## config.mk

```make
export PLATFORM = sky130hd
export DESIGN_NAME = pwm_duty_ramp_flat
export DESIGN_NICKNAME = d
export VERILOG_FILES = /design/src/rtl/pwm_duty_ramp_if.sv /design/src/rtl/pwm_duty_ramp.sv /design/src/flat_wrapper.sv
export SDC_FILE = /design/constraint.sdc
export NUM_CORES = 1
export LEC_CHECK = 0
export BUFFER_PORTS_ARGS = -buffer_cell sky130_fd_sc_hd__buf_2
export CORE_MARGIN = 4
export CORE_UTILIZATION = 50
export CTS_BUF_LIST = sky130_fd_sc_hd__clkbuf_8
export DETAILED_ROUTE_END_ITERATION = 7
export PLACE_DENSITY = 0.72
export REMOVE_ABC_BUFFERS = 1
export SKIP_CTS_REPAIR_TIMING = 1
export SLEW_MARGIN = 20
export SYNTH_ARGS = -nofsm -noshare
export SYNTH_HDL_FRONTEND = slang
export SYNTH_SLANG_ARGS = --single-unit
```

## constraint.sdc

```tcl
create_clock -name sys_clk -period 6.85 [get_ports sys_clk]
set_clock_uncertainty 0.05 [all_clocks]
set_input_delay 0 -clock sys_clk [delete_from_list [all_inputs] [get_ports sys_clk]]
set_output_delay 0 -clock sys_clk [all_outputs]
set_load 0.02 [all_outputs]
```

## src/rtl/pwm_duty_ramp_if.sv

```systemverilog
// rtl/pwm_duty_ramp_if.sv - command handshake bundle for the duty ramp setpoint stage
`timescale 1ns/1ps
interface pwm_duty_ramp_if #(
    parameter int WIDTH = 17
);
    logic             cmd_valid;
    logic             cmd_ready;
    logic [WIDTH-1:0] cmd_target;
    logic [WIDTH-1:0] cmd_step;
    logic [WIDTH-1:0] duty_max;

    modport master (
        output cmd_valid,
        output cmd_target,
        output cmd_step,
        output duty_max,
        input  cmd_ready
    );

    modport slave (
        input  cmd_valid,
        input  cmd_target,
        input  cmd_step,
        input  duty_max,
        output cmd_ready
    );
endinterface

```

## src/rtl/pwm_duty_ramp.sv

```systemverilog
// rtl/pwm_duty_ramp.sv - slews applied PWM duty toward a clamped target, one step per period
`timescale 1ns/1ps
module pwm_duty_ramp #(
    parameter int WIDTH = 17,
    parameter int FSZE  = 3
) (
    input  logic             sys_clk,
    input  logic             sync_rst,
    input  logic             period_tick,
    pwm_duty_ramp_if.slave   cmd,
    output logic [WIDTH-1:0] N,
    output logic [WIDTH-1:0] mf,
    output logic             clamped,
    output logic             at_target
);
    typedef enum logic [1:0] {
        IDLE = 2'd0,
        LOAD = 2'd1,
        RAMP = 2'd2
    } state_t;

    state_t           state, state_d;
    logic [WIDTH-1:0] cur, cur_d;
    logic [WIDTH-1:0] tgt, tgt_d;
    logic [WIDTH-1:0] step, step_d;
    logic             clamped_d;
    logic [WIDTH-1:0] n_d, mf_d;
    logic             up;
    logic [WIDTH:0]   diff;

    assign cmd.cmd_ready = (state == IDLE) && !sync_rst;
    assign at_target     = (state == IDLE) && (cur == tgt);

    assign up   = ({1'b0, tgt} > {1'b0, cur});
    assign diff = up ? ({1'b0, tgt} - {1'b0, cur}) : ({1'b0, cur} - {1'b0, tgt});

    always_comb begin
        state_d   = state;
        cur_d     = cur;
        tgt_d     = tgt;
        step_d    = step;
        clamped_d = clamped;
        case (state)
            IDLE: begin
                if (cmd.cmd_valid && cmd.cmd_ready) begin
                    tgt_d     = (cmd.cmd_target > cmd.duty_max) ? cmd.duty_max : cmd.cmd_target;
                    step_d    = cmd.cmd_step;
                    clamped_d = (cmd.cmd_target > cmd.duty_max);
                    state_d   = LOAD;
                end
            end
            LOAD: begin
                state_d = (tgt == cur) ? IDLE : RAMP;
            end
            RAMP: begin
                if (period_tick) begin
                    if ((step == '0) || (diff <= {1'b0, step})) begin
                        cur_d   = tgt;
                        state_d = IDLE;
                    end else begin
                        // diff > step here, so neither direction can wrap or overshoot tgt
                        cur_d = up ? (cur + step) : (cur - step);
                    end
                end
            end
            default: state_d = IDLE;
        endcase
        n_d  = cur_d >> FSZE;
        mf_d = {{(WIDTH-FSZE){1'b0}}, cur_d[FSZE-1:0]};
    end

    always_ff @(posedge sys_clk) begin
        if (sync_rst) begin
            state   <= IDLE;
            cur     <= '0;
            tgt     <= '0;
            step    <= '0;
            clamped <= 1'b0;
            N       <= '0;
            mf      <= '0;
        end else begin
            state   <= state_d;
            cur     <= cur_d;
            tgt     <= tgt_d;
            step    <= step_d;
            clamped <= clamped_d;
            N       <= n_d;
            mf      <= mf_d;
        end
    end
endmodule

```

## src/flat_wrapper.sv

```systemverilog
// flat-port wrapper written by rule: the top's interface ports become plain ports
module pwm_duty_ramp_flat 
#(
    parameter int WIDTH = 17,
    parameter int FSZE  = 3
)
  (sys_clk, sync_rst, period_tick, N, mf, clamped, at_target, cmd_cmd_valid, cmd_cmd_target, cmd_cmd_step, cmd_duty_max, cmd_cmd_ready);
  pwm_duty_ramp_if #(.WIDTH(WIDTH)) cmd_i ();
  input  logic sys_clk;
  input  logic sync_rst;
  input  logic period_tick;
  output logic [WIDTH-1:0] N;
  output logic [WIDTH-1:0] mf;
  output logic clamped;
  output logic at_target;
  input wire logic [$bits(cmd_i.cmd_valid)-1:0] cmd_cmd_valid;
  input wire logic [$bits(cmd_i.cmd_target)-1:0] cmd_cmd_target;
  input wire logic [$bits(cmd_i.cmd_step)-1:0] cmd_cmd_step;
  input wire logic [$bits(cmd_i.duty_max)-1:0] cmd_duty_max;
  output wire logic [$bits(cmd_i.cmd_ready)-1:0] cmd_cmd_ready;
  assign cmd_i.cmd_valid = cmd_cmd_valid;
  assign cmd_i.cmd_target = cmd_cmd_target;
  assign cmd_i.cmd_step = cmd_cmd_step;
  assign cmd_i.duty_max = cmd_duty_max;
  assign cmd_cmd_ready = cmd_i.cmd_ready;
  pwm_duty_ramp #(.WIDTH(WIDTH), .FSZE(FSZE)) u_core (.sys_clk(sys_clk), .sync_rst(sync_rst), .period_tick(period_tick), .cmd(cmd_i), .N(N), .mf(mf), .clamped(clamped), .at_target(at_target));
endmodule
```

==> results.sh, run 1 <==
export IMPL_synth_seq_cells=54
export IMPL_path_max_fanout=24
export IMPL_initial_core_util=0.516
export IMPL_tightestPinTransition_ps=705
export IMPL_first_pass_iters=4
export IMPL_grt_antenna_before_repair=0
export IMPL_r2r_slack_ps=1400
export IMPL_totalWireLength_um=16700
export IMPL_arrival_ps=5670
export IMPL_vdd_drop_max_mv=0.204
export IMPL_critical_path_depth=20
export IMPL_cts_tree="yes"
export IMPL_rsz0062_at_grt="false"
export IMPL_htree_levels=2
export IMPL_critPathTopFamily="simple AND/OR/NAND/NOR gates"
export IMPL_drc=0
export IMPL_io_buffer_count=74
export IMPL_fin_setup_tns_ps=0
export IMPL_power_density_mw_per_mm2=337
export IMPL_fmax_mhz=183
export IMPL_grt_pass1_vias=5340
export IMPL_die_area_mm2=0.0137
export IMPL_dpl_cell_area_mm2=0.00628
export IMPL_row_count=39
export IMPL_status="finished, violations left"
export IMPL_final_cell_count_no_fill=998
export IMPL_p_total_mw=2.28
export IMPL_maxSlewHeadroom=0.528
export IMPL_gp_congestion=0.929
export IMPL_setup_viol=0
export IMPL_end_kind="flip-flop"
export IMPL_final_max_slew_viol_count=0
export IMPL_async_flop_share=0
export IMPL_final_core_util=0.585
export IMPL_yosysSeqAreaShare=0.181
export IMPL_cp_start_kind="flip-flop"
export IMPL_clk_latency_ps=340
export IMPL_wl_per_cell_um=16.7
export IMPL_synth_area_mm2=0.00596
export IMPL_grtUsageTotal=0.240
export IMPL_drt_iter0_drc=348
export IMPL_pin_count=92
export IMPL_fin_area_mm2=0.00676
export IMPL_dp_cells=952
export IMPL_antenna_cells=0
export IMPL_synth_ff_type="dfxtp_1"
export IMPL_ant_nets=0
export IMPL_chipHeight_um=117
export IMPL_cts_buffer_depth=2
export IMPL_area_delta_synth_final_pct=13.5
export IMPL_whs_ps=-27.1
export IMPL_path_buf_inv=2
export IMPL_via_per_inst=5.73
export IMPL_cp_required_ps=7070
export IMPL_cp_cell_sequence="inv_1 > ha_1 > nand4_4 > nor3_1 > nand4_1 > o221a_2 > nand2_1 > o211ai_1 > nor3b_1 > xnor2_1 > ha_1 > nand2_1 > or2_2 > nor4_1 > nor3_1 > o21ai_0 > and3_1 > buf_4 > mux2_2 > o22ai_1"
export IMPL_grt_overflow=0
export IMPL_dp_slack_ps=1490
export IMPL_worstSetupEndpoint="u_core.mf[0]$_SDFFE_PP0P_"
export IMPL_dp_hpwl_um=12900
export IMPL_synth_avg_cell_area_um2=7.72
export IMPL_r2r_end="u_core.mf[0]$_SDFFE_PP0P_"
export IMPL_slowest_stage="nand2_1"
export IMPL_yosys_warnings=0
export IMPL_path_clk_slew_ps=100
export IMPL_crit_path_start="u_core.N[2]$_SDFFE_PP0P_"
export IMPL_rr_startpoint="u_core.N[2]$_SDFFE_PP0P_"
export IMPL_max_stage_delay_ps=540
export IMPL_total_leakage_power_nw=3.04
export IMPL_cts_sinks=54
export IMPL_ys_types=66
export IMPL_nets=999
export IMPL_grt_max_degree=71
export IMPL_setup_ws_ps=1400
export IMPL_cts_inserted_buffers=5
export IMPL_grt_pass1_wl_um=26200
export IMPL_violations="negative hold slack"
export IMPL_synth_edf_count=0
export IMPL_hold_path_class="input port to flip-flop"
export IMPL_layout_drive_gt1_share=0.122
export IMPL_syn_inst=772
export IMPL_worst_r2r_cell_count=20
export IMPL_period_needed_ps=5450
export IMPL_period_share=0.796
export IMPL_hold_viol=5
export IMPL_core_area_mm2=0.0116
export IMPL_worstSetupPathType="flip-flop to flip-flop"
export IMPL_drv_cap=0
export IMPL_fill_cells=1065
export IMPL_die_w_um=117
export IMPL_root_buffer="clkbuf_8"
export IMPL_num_vias=5719
[synthesized netlist by cell type (all sizes together) (2+ instances only)]
master / number / area share
o21bai: 5 / 0.0063
nand3: 14 / 0.012
xnor2: 31 / 0.046
a21boi: 3 / 0.0038
ha: 86 / 0.18
nand4: 14 / 0.017
o221ai: 3 / 0.0055
clkbuf: 23 / 0.015
o31ai: 25 / 0.031
a21oi: 51 / 0.046
and3: 4 / 0.0042
o211ai: 3 / 0.0038
or2: 2 / 0.0021
inv: 81 / 0.051
nand3b: 2 / 0.0025
a31o: 2 / 0.0029
nand2: 54 / 0.034
or3: 6 / 0.0063
mux2i: 33 / 0.055
nor2: 67 / 0.044
xor2: 6 / 0.0088
a211o: 6 / 0.0088
a21o: 17 / 0.021
a221oi: 2 / 0.0040
o31a: 2 / 0.0029
nand2b: 4 / 0.0042
or4: 2 / 0.0025
a31oi: 3 / 0.0031
a311oi: 4 / 0.0059
buf: 34 / 0.040
nor4: 2 / 0.0021
o22ai: 5 / 0.0052
o21a: 11 / 0.014
a211oi: 34 / 0.043
o21ai: 31 / 0.027
fa: 3 / 0.010
dfxtp: 54 / 0.18
nor3: 17 / 0.014
nor2b: 10 / 0.012
and2: 5 / 0.0057
[cells by family after synthesis]
family / count (synthesis) / share of synthesized area
flops: 54 / 0.181
other cells: 1 / 0.000629
simple gates: 205 / 0.165
buf+inv: 138 / 0.106
xor+xnor: 37 / 0.0544
mux: 34 / 0.0573
fa+ha+maj: 89 / 0.191
compound gates: 214 / 0.245
[per-layer routing]
layer,vias up,part of all wire,GRT usage
met3,29,0.063,0.0360
met4,0,0.031,0.0879
met1,2603,0.47,0.333
met2,219,0.44,0.378
li1,2868,-,-
met5,-,0,0
[area by class of cell]
class | instances | area (µm²) | share of cell area
inverter | 81 | 304 | 0.0450
clock inverter | 2 | 17.5 | 0.00259
clock buffer | 5 | 68.8 | 0.0102
timing repair buffer | 117 | 791 | 0.117
multi-input combinational | 596 | 4320 | 0.639
tap | 143 | 179 | 0.0265
sequential | 54 | 1080 | 0.160
[state kept, by name (all words and copies together), names as in the netlist]
signal and flops:
u_core.clamped 1, u_core.cur 1, u_core.tgt 17, u_core.step 17
u_core.N 14, u_core.mf 2, u_core.state 2
[how the worst min path moves through the flow]
| stage | from | end | slack (ps) | depth (start not counted) |
|---|---|---|---|---|
| after floorplan | sync_rst | u_core.state[1]$_SDFFE_PP0P_ | 20 | 1 |
| after global placement | cmd_cmd_step[15] | u_core.step[15]$_SDFFE_PP0P_ | 140 | 3 |
| after detailed placement | cmd_cmd_step[12] | u_core.step[12]$_SDFFE_PP0P_ | 150 | 3 |
| after CTS | cmd_cmd_step[15] | u_core.step[15]$_SDFFE_PP0P_ | -220 | 3 |
| after global routing | cmd_duty_max[12] | u_core.tgt[12]$_SDFFE_PP0P_ | -0.1 | 3 |
| final | cmd_duty_max[12] | u_core.tgt[12]$_SDFFE_PP0P_ | -30 | 3 |
[layout by cell type, fill, tap and decap left out, types with 3 or more instances in the layout]
cell type,n
inv_1,81
o31ai_1,25
and2_1,3
o22ai_1,5
mux2i_1,33
nand3_1,14
a311oi_1,4
buf_4,4
nand2b_1,4
a31oi_1,3
xor2_1,6
dfxtp_1,54
nor2b_1,9
dlygate4sd3_1,39
a21o_1,17
o21bai_1,5
clkbuf_8,5
xnor2_1,31
a21oi_1,48
buf_2,74
nor2_1,65
nor3_1,17
nand2_1,54
a211oi_1,34
a21boi_0,3
fa_1,3
nand4_1,13
o21ai_0,28
ha_1,86
or3_1,6
o21a_1,11
and3_1,4
a211o_1,6
o211ai_1,3
conb_1,17
[power by group]
part | leakage (nW) | internal [mW] | switching, mW | total (mW)
logic | 2.56 | 0.723 | 0.980 | 1.70
registers | 0.442 | 0.343 | 0.0359 | 0.379
clock network | 0.0450 | 0.0731 | 0.123 | 0.196
total | 3.04 | 1.14 | 1.14 | 2.28
[tightest hold or removal path, stage by stage]
cell and delay [ps]:
buf_2 100, mux2i_1 130, a211oi_1 90
No activity file was read; power rests on OpenSTA's default activity.
==> run 2, diff against run 1 <==
- PLACE_DENSITY: 0.72 -> 0.74
- clock period: 6.85 -> 4.6 ns (I/O delays scaled with it)
==> run 2 against run 1 <==
Compared with the run above: largest power group unchanged; combinational power rose by 110%; largest cell class unchanged; register-to-register slack got worse by 1400 ps; total power is 97% higher; sequential share of layout area decreased by 2.1 points; non-clock buffer count up 86; via count grew 6.7%; die area stayed put; sequential power increased by 44%; the flow still finishes with violations (negative hold slack); clock power up 81%.
==> results.sh, run 2 (synthesis results as in run 1) <==
export IMPL_grt_pass1_vias=5536
export IMPL_cts_sinks=54
export IMPL_end_kind="flip-flop"
export IMPL_cts_tree="yes"
export IMPL_drv_cap=0
export IMPL_critPathTopFamily="simple AND/OR/NAND/NOR gates"
export IMPL_chipHeight_um=117
export IMPL_die_area_mm2=0.0137
export IMPL_first_pass_iters=5
export IMPL_path_buf_inv=6
export IMPL_power_density_mw_per_mm2=576
export IMPL_via_per_inst=5.62
export IMPL_period_share=0.994
export IMPL_drc=0
export IMPL_hold_viol=14
export IMPL_initial_core_util=0.516
export IMPL_root_buffer="clkbuf_8"
export IMPL_gp_congestion=0.970
export IMPL_drt_iter0_drc=395
export IMPL_row_count=39
export IMPL_layout_commonest_cell="buf_4"
export IMPL_p_int_mw=2.48
export IMPL_grt_overflow=0
export IMPL_p_sw_mw=2.01
export IMPL_fin_area_mm2=0.00781
export IMPL_fmax_mhz=219
export IMPL_dp_cells=1038
export IMPL_r2r_slack_ps=30
export IMPL_final_core_util=0.675
export IMPL_top_regs="u_core.step (17), u_core.tgt (17), u_core.N (14)"
export IMPL_tightestPinTransition_ps=1110
export IMPL_final_max_slew_viol_count=0
export IMPL_maxSlewHeadroom=0.259
export IMPL_nets=1085
export IMPL_switching_share=0.447
export IMPL_ant_nets=0
export IMPL_layout_drive_gt1_share=0.280
export IMPL_layout_common_cells="buf_4 (95), ha_1 (81), inv_1 (77)"
export IMPL_final_cell_count_no_fill=1085
export IMPL_total_leakage_power_nw=3.60
export IMPL_worstSetupPathType="flip-flop to flip-flop"
export IMPL_grt_antenna_before_repair=0
export IMPL_slowest_stage="or4_4"
export IMPL_totalWireLength_um=17500
export IMPL_core_area_mm2=0.0116
export IMPL_vdd_drop_max_mv=0.273
export IMPL_violations="negative hold slack"
export IMPL_rsz0062_at_grt="true"
export IMPL_pwr_share_comb=0.800
export IMPL_cp_start_kind="flip-flop"
export IMPL_p_seq_frac=0.121
export IMPL_antenna_cells=0
export IMPL_cts_inserted_buffers=5
export IMPL_htree_levels=2
export IMPL_arrival_ps=4790
export IMPL_cp_required_ps=4810
export IMPL_status="finished, violations left"
export IMPL_wl_per_cell_um=16.1
export IMPL_dpl_cell_area_mm2=0.00697
export IMPL_io_buffer_count=74
export IMPL_grtUsageTotal=0.239
export IMPL_clock_power_share=0.079
export IMPL_p_total_mw=4.49
export IMPL_dp_hpwl_um=13200
export IMPL_die_w_um=117
export IMPL_setup_viol=0
export IMPL_whs_ps=-38.5
export IMPL_period_needed_ps=4570
export IMPL_pin_count=92
export IMPL_area_delta_synth_final_pct=31.0
export IMPL_clk_latency_ps=330
export IMPL_path_clk_slew_ps=110
export IMPL_grt_pass1_wl_um=26200
export IMPL_num_vias=6100
export IMPL_path_max_fanout=5
export IMPL_max_stage_delay_ps=460
export IMPL_cts_buffer_depth=2
export IMPL_hold_path_class="input port to flip-flop"
export IMPL_grt_max_degree=71
## run 2: layout make-up
| cell class | instances | area, µm² |
|---|---|---|
| clock buffer | 5 | 68.8 |
| clock inverter | 3 | 47.5 |
| fill | 946 | 3750 |
| multi-input combinational | 596 | 4600 |
| sequential | 54 | 1080 |
| tap | 143 | 179 |
| inverter | 81 | 307 |
| timing repair buffer | 203 | 1520 |
## run 2: per-stage QoR
step	hold slack, ps	setup TNS [ps]	setup WS (ps)
global placement	148	-208	-70.5
floorplan	19.1	-6090	-465
global route	3.09	-1400	-146
detailed placement	145	-1750	-209
finish	-38.5	0	25.8
CTS	-200	-2200	-243
## run 2: power groups by stage
stage | Clock (mW) | Sequential [mW] | Combinational (mW)
after floorplan | 0 | 0.573 | 1.87
after global placement | 0 | 0.552 | 2.82
after detailed placement | 0 | 0.553 | 2.84
after CTS | 0.355 | 0.543 | 2.86
after global routing | 0.371 | 0.551 | 3.90
final | 0.355 | 0.546 | 3.59
## run 2: metal layers
layer  track usage  part of all wire
met5             0                 0
met4        0.0803             0.031
met3        0.0237             0.073
met2         0.376              0.44
met1         0.342              0.45
## run 2: final timing paths
kind / startpoint / end / cells past startpoint
setup / recovery: u_core.tgt[0]$_SDFFE_PP0P_ / u_core.N[13]$_SDFFE_PP0P_ / 25
hold / removal: cmd_duty_max[14] / u_core.tgt[14]$_SDFFE_PP0P_ / 3
setup reg to reg: u_core.tgt[0]$_SDFFE_PP0P_ / u_core.N[13]$_SDFFE_PP0P_ / 25
hold reg to reg: u_core.clamped$_SDFFE_PP0P_ / u_core.clamped$_SDFFE_PP0P_ / 2
## run 2: worst reg2reg max path: cells and delay by family, from the launching register on
kind                       cells  cell delay [ps]
buffers and inverters          6              640
and+or+nand+nor                9             1530
adders and majority gates      3              840
xor gates and xnor gates       1              180
AOI/OAI and AO/OA              6              930
DFF                            1              340
==> run 3, diff against run 2 <==
- PLACE_DENSITY: 0.74 -> not set
- PLACE_DENSITY_LB_ADDON: not set -> 0.2
==> run 3 against run 2 <==
Compared with the run above: critical path depth shrank 1; die area unchanged; sequential share of layout area down 0.13 points; critical endpoint is now u_core.N[0]$_SDFFE_PP0P_; the flow finishes with violations (negative hold slack, negative setup slack); global-route usage up 1.8 points; count of clock-buffer cells in the layout stayed put; hold slack improved by 12 ps; non-clock buffer count rose by 13.
==> results.sh, run 3 (synthesis results as in run 1) <==
export IMPL_final_seq_area_mm2=0.00108
export IMPL_pwr_share_comb=0.807
export IMPL_path_clk_slew_ps=110
export IMPL_maxSlewHeadroom=0.280
export IMPL_final_max_slew_viol_count=0
export IMPL_wl_per_cell_um=17.2
export IMPL_path_max_fanout=11
export IMPL_rsz0062_at_grt="true"
export IMPL_power_density_mw_per_mm2=584
export IMPL_totalWireLength_um=18900
export IMPL_hold_viol=10
export IMPL_core_area_mm2=0.0116
export IMPL_chipHeight_um=117
export IMPL_dpl_cell_area_mm2=0.00709
export IMPL_grt_overflow=0
export IMPL_end_kind="flip-flop"
export IMPL_ant_nets=0
export IMPL_layout_drive_gt1_share=0.293
export IMPL_multi_input_area_mm2=0.00464
export IMPL_cp_cell_sequence="buf_4 > inv_2 > ha_2 > inv_1 > fa_2 > a21o_1 > a21oi_2 > o21bai_1 > a21oi_1 > a22oi_2 > o31ai_2 > nor3b_2 > buf_4 > o221ai_2 > xor2_1 > ha_1 > nand3_2 > nor4_2 > nor3_1 > o21ai_1 > and3_4 > buf_12 > or3_4 > a311oi_2"
export IMPL_row_count=39
export IMPL_fill_cells=981
export IMPL_area_delta_synth_final_pct=32.1
export IMPL_cp_start_kind="flip-flop"
export IMPL_tightestPinTransition_ps=1080
export IMPL_path_buf_inv=5
export IMPL_layout_commonest_cell="buf_4"
export IMPL_fmax_mhz=215
export IMPL_root_buffer="clkbuf_8"
export IMPL_first_pass_iters=6
export IMPL_rr_startpoint="u_core.mf[0]$_SDFFE_PP0P_"
export IMPL_cts_sinks=54
export IMPL_whs_endpoint="u_core.tgt[13]$_SDFFE_PP0P_"
export IMPL_period_share=1.01
export IMPL_num_vias=6201
export IMPL_drv_cap=0
export IMPL_dp_cells=1055
export IMPL_period_needed_ps=4660
export IMPL_total_leakage_power_nw=3.63
export IMPL_gp_congestion=0.953
export IMPL_status="finished, violations left"
export IMPL_pin_count=92
export IMPL_crit_top_cell="buf_4"
export IMPL_grtUsageTotal=0.257
export IMPL_grt_antenna_before_repair=0
export IMPL_dp_slack_ps=-348
export IMPL_hold_path_class="input port to flip-flop"
export IMPL_vdd_drop_max_mv=0.332
export IMPL_cts_buffer_depth=2
export IMPL_switching_share=0.456
export IMPL_grt_pass1_vias=5655
export IMPL_antenna_cells=0
export IMPL_die_area_mm2=0.0137
export IMPL_final_core_util=0.681
export IMPL_p_seq_frac=0.119
export IMPL_fin_area_mm2=0.00787
export IMPL_die_w_um=117
export IMPL_grt_max_degree=55
export IMPL_drt_iter0_drc=468
export IMPL_worst_r2r_cell_count=24
export IMPL_layout_common_cells="buf_4 (114), inv_1 (79), ha_1 (79)"
export IMPL_r2r_end="u_core.N[0]$_SDFFE_PP0P_"
export IMPL_hold_start="cmd_duty_max[13]"
export IMPL_htree_levels=2
export IMPL_fin_setup_tns_ps=-82.6
export IMPL_max_stage_delay_ps=390
export IMPL_r2r_slack_ps=-60
export IMPL_dp_hpwl_um=14600
export IMPL_clk_latency_ps=330
export IMPL_worstSetupPathType="flip-flop to flip-flop"
export IMPL_io_buffer_count=74
export IMPL_p_sw_mw=2.10
export IMPL_clock_power_share=0.074
export IMPL_setup_ws_ps=-59.7
export IMPL_top_regs="u_core.step (17), u_core.tgt (17), u_core.N (14)"
export IMPL_via_per_inst=5.65
export IMPL_nets=1098
export IMPL_critPathTopFamily="compound AO/OA/AOI/OAI gates"
export IMPL_drc=0
export IMPL_grt_pass1_wl_um=27700
export IMPL_violations="negative hold slack, negative setup slack"
export IMPL_cts_inserted_buffers=5
export IMPL_cp_required_ps=4790
export IMPL_p_int_mw=2.50
export IMPL_cts_tree="yes"
export IMPL_arrival_ps=4850
export IMPL_final_cell_count_no_fill=1098
export IMPL_holdPathStages=3
export IMPL_slowest_stage="or3_4"
export IMPL_setup_viol=4
export IMPL_whs_ps=-26.5
export IMPL_initial_core_util=0.516
run 3: cell types whose count changed in the layout (fill, tap and decap cells not counted), sizes merged:
cell | previous run | this run
clkinvlp | 0 | 1
buf | 179 | 195
clkinv | 1 | 0
clkbuf | 9 | 6
run 3: area by class of cell:
cell class / instances / share of cell area
inverter: 81 / 0.0386
multi-input combinational: 596 / 0.589
clock buffer: 5 / 0.00874
clock inverter: 3 / 0.00524
timing repair buffer: 216 / 0.198
sequential: 54 / 0.138
tap: 143 / 0.0227
run 3: power groups by stage:
stage	clock network, mW	logic (mW)	registers, mW
after floorplan	0	1.87	0.573
after global placement	0	2.91	0.554
after detailed placement	0	2.98	0.555
after CTS	0.351	3.00	0.544
after global routing	0.370	3.98	0.552
final	0.341	3.71	0.546
run 3: how the worst max path moves through the flow:
stage,startpoint,end,cells after the start
3_3_place_gp,u_core.mf[0]$_SDFFE_PP0P_,u_core.N[4]$_SDFFE_PP0P_,24
2_1_floorplan,u_core.mf[1]$_SDFFE_PP0P_,u_core.mf[0]$_SDFFE_PP0P_,20
5_1_grt,u_core.tgt[0]$_SDFFE_PP0P_,u_core.mf[0]$_SDFFE_PP0P_,24
3_5_place_dp,u_core.tgt[0]$_SDFFE_PP0P_,u_core.N[0]$_SDFFE_PP0P_,23
6_report,u_core.mf[0]$_SDFFE_PP0P_,u_core.N[0]$_SDFFE_PP0P_,24
4_1_cts,u_core.tgt[0]$_SDFFE_PP0P_,u_core.N[0]$_SDFFE_PP0P_,23
run 3: tightest hold or removal path, delay by kind of cell:
kind | cells | cell delay (ps)
buffers and inverters | 1 | 100
multiplexers | 1 | 120
AO/OA/AOI/OAI | 1 | 80
run 3: metal layers:
layer | global-route usage | part of all wire | vias up
met5 | 0 | 0 | -
met4 | 0.0719 | 0.025 | 0
met3 | 0.0288 | 0.069 | 34
met2 | 0.423 | 0.46 | 262
met1 | 0.356 | 0.45 | 2836
li1 | - | - | 3069
run 3: stage by stage:
step                total power [mW]  hold slack, ps
floorplan                       2.45            19.1
global placement                3.47             141
detailed placement              3.54             147
CTS                             3.89            -198
global route                    4.90           0.509
finish                          4.60           -26.5
